==> src/rtl/pusch_pkg.sv <==
// ============================================================================
// Module      : pusch_pkg
// Description : Shared saturation limits, FSM state encoding and counter
//               width for the beam power accumulator.
// Revision    : 1.0 - initial release
// ============================================================================
`default_nettype none

package pusch_pkg;

    localparam int c_sat_max   = 32767;
    localparam int c_sat_min   = -32768;
    localparam int c_sym_cnt_w = 16;

    typedef enum logic [0:0] {
        ST_IDLE = 1'b0,
        ST_ACC  = 1'b1
    } state_t;

endpackage

`default_nettype wire

==> src/rtl/cmplx_pwr.sv <==
// ============================================================================
// Module      : cmplx_pwr
// Description : Three-stage |x|^2 pipeline: shift+saturate, square, sum.
//               Valid, first and last tags travel alongside the data.
// Revision    : 1.0 - initial release
// ============================================================================
`default_nettype none

module cmplx_pwr
    import pusch_pkg::*;
#(
    parameter int IW    = 32,
    parameter int SHIFT = 8
) (
    input  logic            i_clk,
    input  logic            i_rst_n,
    input  logic [2*IW-1:0] i_data,
    input  logic            i_valid,
    input  logic            i_first,
    input  logic            i_last,
    output logic [31:0]     o_pwr,
    output logic            o_valid,
    output logic            o_first,
    output logic            o_last
);

    localparam logic signed [IW-1:0] c_max = IW'(c_sat_max);
    localparam logic signed [IW-1:0] c_min = IW'(c_sat_min);

    function automatic logic signed [15:0] sat16(input logic signed [IW-1:0] v);
        if (v > c_max)      return 16'sh7FFF;
        else if (v < c_min) return -16'sh8000;
        else                return v[15:0];
    endfunction

    logic signed [IW-1:0] w_re_sh;
    logic signed [IW-1:0] w_im_sh;
    logic signed [31:0]   w_re_ext;
    logic signed [31:0]   w_im_ext;
    logic signed [31:0]   w_re_sq;
    logic signed [31:0]   w_im_sq;

    logic signed [15:0]   r_re16;
    logic signed [15:0]   r_im16;
    logic [31:0]          r_re_sq;
    logic [31:0]          r_im_sq;
    logic [31:0]          r_pwr;
    logic [2:0]           r_vld;
    logic [2:0]           r_first;
    logic [2:0]           r_last;

    assign w_re_sh  = $signed(i_data[2*IW-1:IW]) >>> SHIFT;
    assign w_im_sh  = $signed(i_data[IW-1:0]) >>> SHIFT;
    assign w_re_ext = 32'(r_re16);
    assign w_im_ext = 32'(r_im16);
    // Each square is at most 2^30, so the 32-bit sum cannot wrap.
    assign w_re_sq  = w_re_ext * w_re_ext;
    assign w_im_sq  = w_im_ext * w_im_ext;

    always_ff @(posedge i_clk) begin
        if (!i_rst_n) begin
            r_re16  <= '0;
            r_im16  <= '0;
            r_re_sq <= '0;
            r_im_sq <= '0;
            r_pwr   <= '0;
            r_vld   <= '0;
            r_first <= '0;
            r_last  <= '0;
        end else begin
            r_re16  <= sat16(w_re_sh);
            r_im16  <= sat16(w_im_sh);
            r_re_sq <= $unsigned(w_re_sq);
            r_im_sq <= $unsigned(w_im_sq);
            r_pwr   <= r_re_sq + r_im_sq;
            r_vld   <= {r_vld[1:0],   i_valid};
            r_first <= {r_first[1:0], i_first};
            r_last  <= {r_last[1:0],  i_last};
        end
    end

    assign o_pwr   = r_pwr;
    assign o_valid = r_vld[2];
    assign o_first = r_first[2];
    assign o_last  = r_last[2];

endmodule

`default_nettype wire

==> src/rtl/beam_pwr_acc.sv <==
// ============================================================================
// Module      : beam_pwr_acc
// Description : Per-symbol beam power accumulator with saturating sum,
//               symbol counter and premature-SOP error. Optional peak
//               tracking enabled by macro BEAM_PWR_PEAK_EN.
// Revision    : 1.0 - initial release
// ============================================================================
`default_nettype none

module beam_pwr_acc
    import pusch_pkg::*;
#(
    parameter int IW    = 32,
    parameter int NRE   = 3276,
    parameter int SHIFT = 8,
    parameter int AW    = 48
) (
    input  logic                   i_clk,
    input  logic                   i_rst_n,
    input  logic [2*IW-1:0]        i_sum_data,
    input  logic                   i_valid,
    input  logic                   i_sop,
    output logic [AW-1:0]          o_pwr,
    output logic                   o_pwr_vld,
    output logic [c_sym_cnt_w-1:0] o_sym_cnt,
    output logic                   o_err,
    output logic [31:0]            o_peak_pwr
);

    localparam logic [15:0] c_nre = 16'(NRE);

    state_t                 r_state;
    state_t                 w_state_nxt;
    logic [15:0]            r_re_cnt;
    logic [15:0]            w_re_cnt_nxt;
    logic [15:0]            w_cnt_inc;
    logic                   w_accept;
    logic                   w_start;
    logic                   w_last;
    logic                   w_err;

    logic [31:0]            w_p;
    logic                   w_p_vld;
    logic                   w_p_first;
    logic                   w_p_last;

    logic [AW:0]            w_sum;
    logic [AW-1:0]          w_acc_sat;
    logic [AW-1:0]          r_acc;
    logic                   r_done;
    logic [AW-1:0]          r_pwr;
    logic                   r_pwr_vld;
    logic [c_sym_cnt_w-1:0] r_sym_cnt;
    logic                   r_err;

    assign w_cnt_inc = r_re_cnt + 16'd1;

    always_comb begin
        w_state_nxt  = r_state;
        w_re_cnt_nxt = r_re_cnt;
        w_accept     = 1'b0;
        w_start      = 1'b0;
        w_last       = 1'b0;
        w_err        = 1'b0;
        if (i_valid) begin
            case (r_state)
                ST_IDLE: begin
                    if (i_sop) begin
                        w_accept     = 1'b1;
                        w_start      = 1'b1;
                        w_re_cnt_nxt = 16'd1;
                        if (c_nre == 16'd1) w_last      = 1'b1;
                        else                w_state_nxt = ST_ACC;
                    end
                end
                ST_ACC: begin
                    w_accept = 1'b1;
                    if (i_sop) begin
                        // Restart with this RE; the partial sum is overwritten by the seed.
                        w_err        = 1'b1;
                        w_start      = 1'b1;
                        w_re_cnt_nxt = 16'd1;
                    end else begin
                        w_re_cnt_nxt = w_cnt_inc;
                        if (w_cnt_inc == c_nre) begin
                            w_last      = 1'b1;
                            w_state_nxt = ST_IDLE;
                        end
                    end
                end
                default: w_state_nxt = ST_IDLE;
            endcase
        end
    end

    always_ff @(posedge i_clk) begin
        if (!i_rst_n) begin
            r_state  <= ST_IDLE;
            r_re_cnt <= '0;
            r_err    <= 1'b0;
        end else begin
            r_state  <= w_state_nxt;
            r_re_cnt <= w_re_cnt_nxt;
            r_err    <= w_err;
        end
    end

    cmplx_pwr #(
        .IW    (IW),
        .SHIFT (SHIFT)
    ) u_cmplx_pwr (
        .i_clk   (i_clk),
        .i_rst_n (i_rst_n),
        .i_data  (i_sum_data),
        .i_valid (w_accept),
        .i_first (w_start),
        .i_last  (w_last),
        .o_pwr   (w_p),
        .o_valid (w_p_vld),
        .o_first (w_p_first),
        .o_last  (w_p_last)
    );

    assign w_sum     = {1'b0, r_acc} + {1'b0, AW'(w_p)};
    assign w_acc_sat = w_sum[AW] ? {AW{1'b1}} : w_sum[AW-1:0];

    // The completed total sits in r_acc for one cycle, so a symbol seeding
    // r_acc on the same edge as publication does not disturb the output.
    always_ff @(posedge i_clk) begin
        if (!i_rst_n) begin
            r_acc     <= '0;
            r_done    <= 1'b0;
            r_pwr     <= '0;
            r_pwr_vld <= 1'b0;
            r_sym_cnt <= '0;
        end else begin
            r_done    <= w_p_vld & w_p_last;
            r_pwr_vld <= r_done;
            if (w_p_vld) r_acc <= w_p_first ? AW'(w_p) : w_acc_sat;
            if (r_done) begin
                r_pwr     <= r_acc;
                r_sym_cnt <= r_sym_cnt + 16'd1;
            end
        end
    end

`ifdef BEAM_PWR_PEAK_EN
    logic [31:0] r_peak;
    logic [31:0] r_peak_out;

    always_ff @(posedge i_clk) begin
        if (!i_rst_n) begin
            r_peak     <= '0;
            r_peak_out <= '0;
        end else begin
            if (w_p_vld && (w_p_first || (w_p > r_peak))) r_peak <= w_p;
            if (r_done) r_peak_out <= r_peak;
        end
    end

    assign o_peak_pwr = r_peak_out;
`else
    assign o_peak_pwr = '0;
`endif

    assign o_pwr     = r_pwr;
    assign o_pwr_vld = r_pwr_vld;
    assign o_sym_cnt = r_sym_cnt;
    assign o_err     = r_err;

endmodule

`default_nettype wire

==> config.mk <==
export PLATFORM = sky130hd
export DESIGN_NAME = beam_pwr_acc
export DESIGN_NICKNAME = d
export VERILOG_FILES = /design/src/rtl/pusch_pkg.sv /design/src/rtl/cmplx_pwr.sv /design/src/rtl/beam_pwr_acc.sv
export SDC_FILE = /design/constraint.sdc
export NUM_CORES = 2
export LEC_CHECK = 0
export BUFFER_PORTS_ARGS = -buffer_cell sky130_fd_sc_hd__buf_2
export CORE_MARGIN = 2
export CORE_UTILIZATION = 56
export CTS_CLUSTER_SIZE = 12
export DETAILED_ROUTE_END_ITERATION = 8
export HOLD_SLACK_MARGIN = 0.03
export PLACE_DENSITY_LB_ADDON = 0.2
export REMOVE_ABC_BUFFERS = 1
export SYNTH_ARGS = -nofsm -noshare
export SYNTH_HDL_FRONTEND = slang
export SYNTH_HIERARCHICAL = 1
export SYNTH_SLANG_ARGS = --single-unit
==> constraint.sdc <==
create_clock -name i_clk -period 7.6 [get_ports i_clk]
set_clock_uncertainty 0.15 [all_clocks]
set_input_delay 0.76 -clock i_clk [delete_from_list [all_inputs] [get_ports i_clk]]
set_output_delay 0.76 -clock i_clk [all_outputs]
set_load 0.02 [all_outputs]
==> impl_metrics.yaml <==
status:
  status: "completed"
min_path:
  hold_path_class: "in2reg"
placed_design:
  globalplace.congestion: 0.9412
  numPortBuffers: 117
  placed_area_sq_mm: 0.03155
  dp_slack_ns: 0.6829
  dp.final_hpwl_um: 54280
sta:
  worst_slack_ns: 0.6026
  rsz0062_at_grt: "no"
  post-route-period-util_pct: 92.07
  hold_viol_final: 0
  fin_setup_tns_ns: 0
  drv_slew: 0
  relSlewSlack_pct: 33.56
  holdWs_ns: 0.2249
  fin_crit_ns: 6.997
  worstMarginPinSlew_ns: 0.9966
  setup_viol: 0
  timing.fmax_ghz: 0.1429
power_and_ir_drop:
  power.net_switching_mw: 2.291
  pwr_density_cell_mw_per_mm2: 179.7
  p_seq_share_pct: 28.7
  leakage_nw: 16.15
  p_comb_share_pct: 45.8
  ir_drop_mv: 0.1739
  p_int_mw: 3.563
  switching_share_pct: 39.14
  clkPwrFrac_pct: 25.5
synthesis:
  synth-seq-cells: 267
  synthCells: 3377
  synth-async-reset-ratio_pct: 0
  synth_seq_area_share_pct: 17.58
  syn_area_per_cell_sq_um: 9.003
  synth_edf_count: 0
  ys.flop_type: "dfxtp_1"
  yosysWarnings: 6
  netlist_area_sq_mm: 0.03040
  yosys.cell_types.count: 91
clocking:
  cts_root_buffer: "clkbuf_16"
  cts_tree: "done"
  clk_latency_ns: 0.59
  ctsHoldBuffers: 0
  htreeDepth: 1
  numCtsBuffers: 31
  cts_resized: 0
  cts_buffer_depth: 3
  numClockSinks: 267
  postCtsSetupRepairBufs: 0
  path_clk_slew_ns: 0.07
setup_path:
  crit_path_end: "u_cmplx_pwr/r_im_sq[28]"
  critPathKind: "reg2reg"
  cp.required_ns: 7.87
  cp_slowest_cell: "dfxtp_1"
  crit_path_cell_trace: "inv_1 > nor2_1 > fa_1 > inv_1 > fa_1 > fa_1 > fa_1 > fa_1 > fa_1 > inv_1 > ha_1 > a2111oi_0 > o21ai_0 > a41oi_1 > inv_1 > o41ai_4 > nor2_1 > a2111oi_0 > nor3_1"
  path_buf_inv: 4
  r2r_end: "u_cmplx_pwr/r_im_sq[28]"
  r2r_start: "u_cmplx_pwr/r_im16[7]"
  cp_top_family: "adder cells"
  worst-r2r-setup-slack_ns: 0.60
  cp.arrival_ns: 7.27
  path_common_cell: "fa_1"
  cp-startpoint: "u_cmplx_pwr/r_im16[7]"
  cp-start-kind: "register"
  reg2reg_depth: 19
  cpPeakStageDelay_ns: 0.77
  critPathMaxFanout: 13
  end_kind: "register"
  cp.depth: 19
floorplan:
  io_pins: 166
  fp-row-count: 85
  die_height_um: 237.0
  core_area_sq_mm: 0.05371
  die_area_sq_mm: 0.05617
  die_x_um: 237.0
  initial_core_util_pct: 56.61
flow_run:
  cap_viol_max_count: 0
route:
  ant_nets: 0
  drt-pass1-iter-count: 5
  drc_errors: 0
  drt-initial-drc-count: 1387
  finalWirelength_um: 67360
  wire_per_inst_um: 16.18
  routed_via_density: 5.429
  vias: 22600
cells_and_area:
  drive_gt1_share_pct: 7.124
  stdcell_area_sq_mm: 0.03258
  synthToLayoutAreaGrowth_pct: 7.140
  finalNetCount: 4225
  utilization_pct: 60.65
  final_cell_mix: "684 x inv_1, 472 x fa_1, 266 x dfxtp_1"
  diodes: 0
  layout_commonest_cell: "inv_1"
global_route:
  grt_pass1_wl_um: 113200
  antenna_found_initial: 1
  grt_overflow: 0
  grtUsageTotal_pct: 24.66
  grt_pass1_vias: 23660
  grt_max_degree: 83
per-layer routing:
metal / share of wire (%) / global-route usage (%) / up-vias
met5: 0 / 0 / -
li1: - / - / 10730
met4: 3.0 / 7.499 / 0
met1: 42 / 31.84 / 11230
met2: 50 / 43.81 / 518
met3: 4.3 / 2.436 / 126
power groups by stage:
stage	clock network, mW	logic (mW)	registers [mW]
global route	1.59	3.06	1.69
global placement	0	2.61	1.71
detailed placement	0	2.68	1.71
floorplan	0	2.05	1.66
finish	1.49	2.68	1.68
CTS	1.53	2.69	1.68
state kept, by name, summed over array words and instances, names as in the netlist, 3 cells and up:
register,cells
u_cmplx_pwr/r_re_sq,31
r_re_cnt,16
u_cmplx_pwr/r_vld,3
r_acc,48
u_cmplx_pwr/r_last,3
o_pwr,48
u_cmplx_pwr/r_im_sq,31
o_sym_cnt,16
u_cmplx_pwr/o_pwr,32
u_cmplx_pwr/r_re16,16
u_cmplx_pwr/r_first,3
u_cmplx_pwr/r_im16,16
worst min-delay path by stage:
stage                            from                     end  slack, ns  cells after the start
3_5_place_dp    u_cmplx_pwr/r_last[0]   u_cmplx_pwr/r_last[1]       0.27                      1
6_report               i_sum_data[42]   u_cmplx_pwr/r_re16[2]       0.22                      3
4_1_cts                i_sum_data[42]   u_cmplx_pwr/r_re16[2]       0.20                      3
5_1_grt                i_sum_data[47]   u_cmplx_pwr/r_re16[7]       0.22                      3
3_3_place_gp    u_cmplx_pwr/r_last[0]   u_cmplx_pwr/r_last[1]       0.27                      1
2_1_floorplan  u_cmplx_pwr/r_first[0]  u_cmplx_pwr/r_first[1]       0.26                      1
cell families (layout without fill, tap and decap cells):
| logic type | count (synthesis) | after routing | share of synthesized area, % |
|---|---|---|---|
| and+or+nand+nor | 896 | 896 | 14.12 |
| buffers and inverters | 834 | 893 | 10.73 |
| adders and majority gates | 712 | 712 | 40.95 |
| AOI/OAI and AO/OA | 466 | 466 | 10.57 |
| DFF | 267 | 267 | 17.58 |
| xor gates and xnor gates | 142 | 142 | 4.091 |
| muxes | 59 | 59 | 1.947 |
| other | 1 | 32 | 0.01233 |
final cells by class:
type,count,area [sq um]
timing repair buffer,149,828.3
tap,696,870.8
clock inverter,10,121.4
multi-input combinational,2307,21910
clock buffer,45,908.4
sequential,267,5346
fill,4606,21130
inverter,689,2586
synth_stat cells (10+ instances only):
cell	count	share of area (%)
nand3_1	39	0.64
o21a_1	19	0.47
and2_1	111	2.3
o221ai_1	29	0.84
xor2_1	46	1.3
nor2_1	260	3.2
nor2b_1	67	1.4
nand2b_1	17	0.35
inv_1	684	8.4
ha_1	240	9.9
nand4_1	20	0.41
mux2i_1	58	1.9
or2_2	10	0.21
a21o_1	40	0.99
xnor2_1	96	2.8
nand2_1	255	3.1
a21boi_0	22	0.54
nor3_1	29	0.48
a21boi_1	14	0.35
o21ai_0	77	1.3
and3_1	37	0.76
a31oi_1	32	0.66
a211oi_1	11	0.27
buf_4	32	0.79
dfxtp_1	267	18
clkbuf_1	98	1.2
a21oi_1	113	1.9
or3_1	11	0.23
fa_1	472	31
nor4_1	10	0.21
worst register-to-register path: stages, from the launching register on:
cell and delay [ns]:
dfxtp_1 0.77, inv_1 0.37, nor2_1 0.31, fa_1 0.43, inv_1 0.10, fa_1 0.43, fa_1 0.52, fa_1 0.44
fa_1 0.46, fa_1 0.49, inv_1 0.04, ha_1 0.37, a2111oi_0 0.40, o21ai_0 0.18, a41oi_1 0.36, inv_1 0.14
o41ai_4 0.40, nor2_1 0.09, a2111oi_0 0.34, nor3_1 0.08
metrics by stage:
stage | std cells | power, mW
2_1_floorplan | 3263 | 3.715
3_3_place_gp | 4108 | 4.318
3_5_place_dp | 4108 | 4.384
4_1_cts | 4163 | 5.903
5_1_grt | 4163 | 6.345
6_report | 4163 | 5.854
Power figures use the tool's default switching activity.
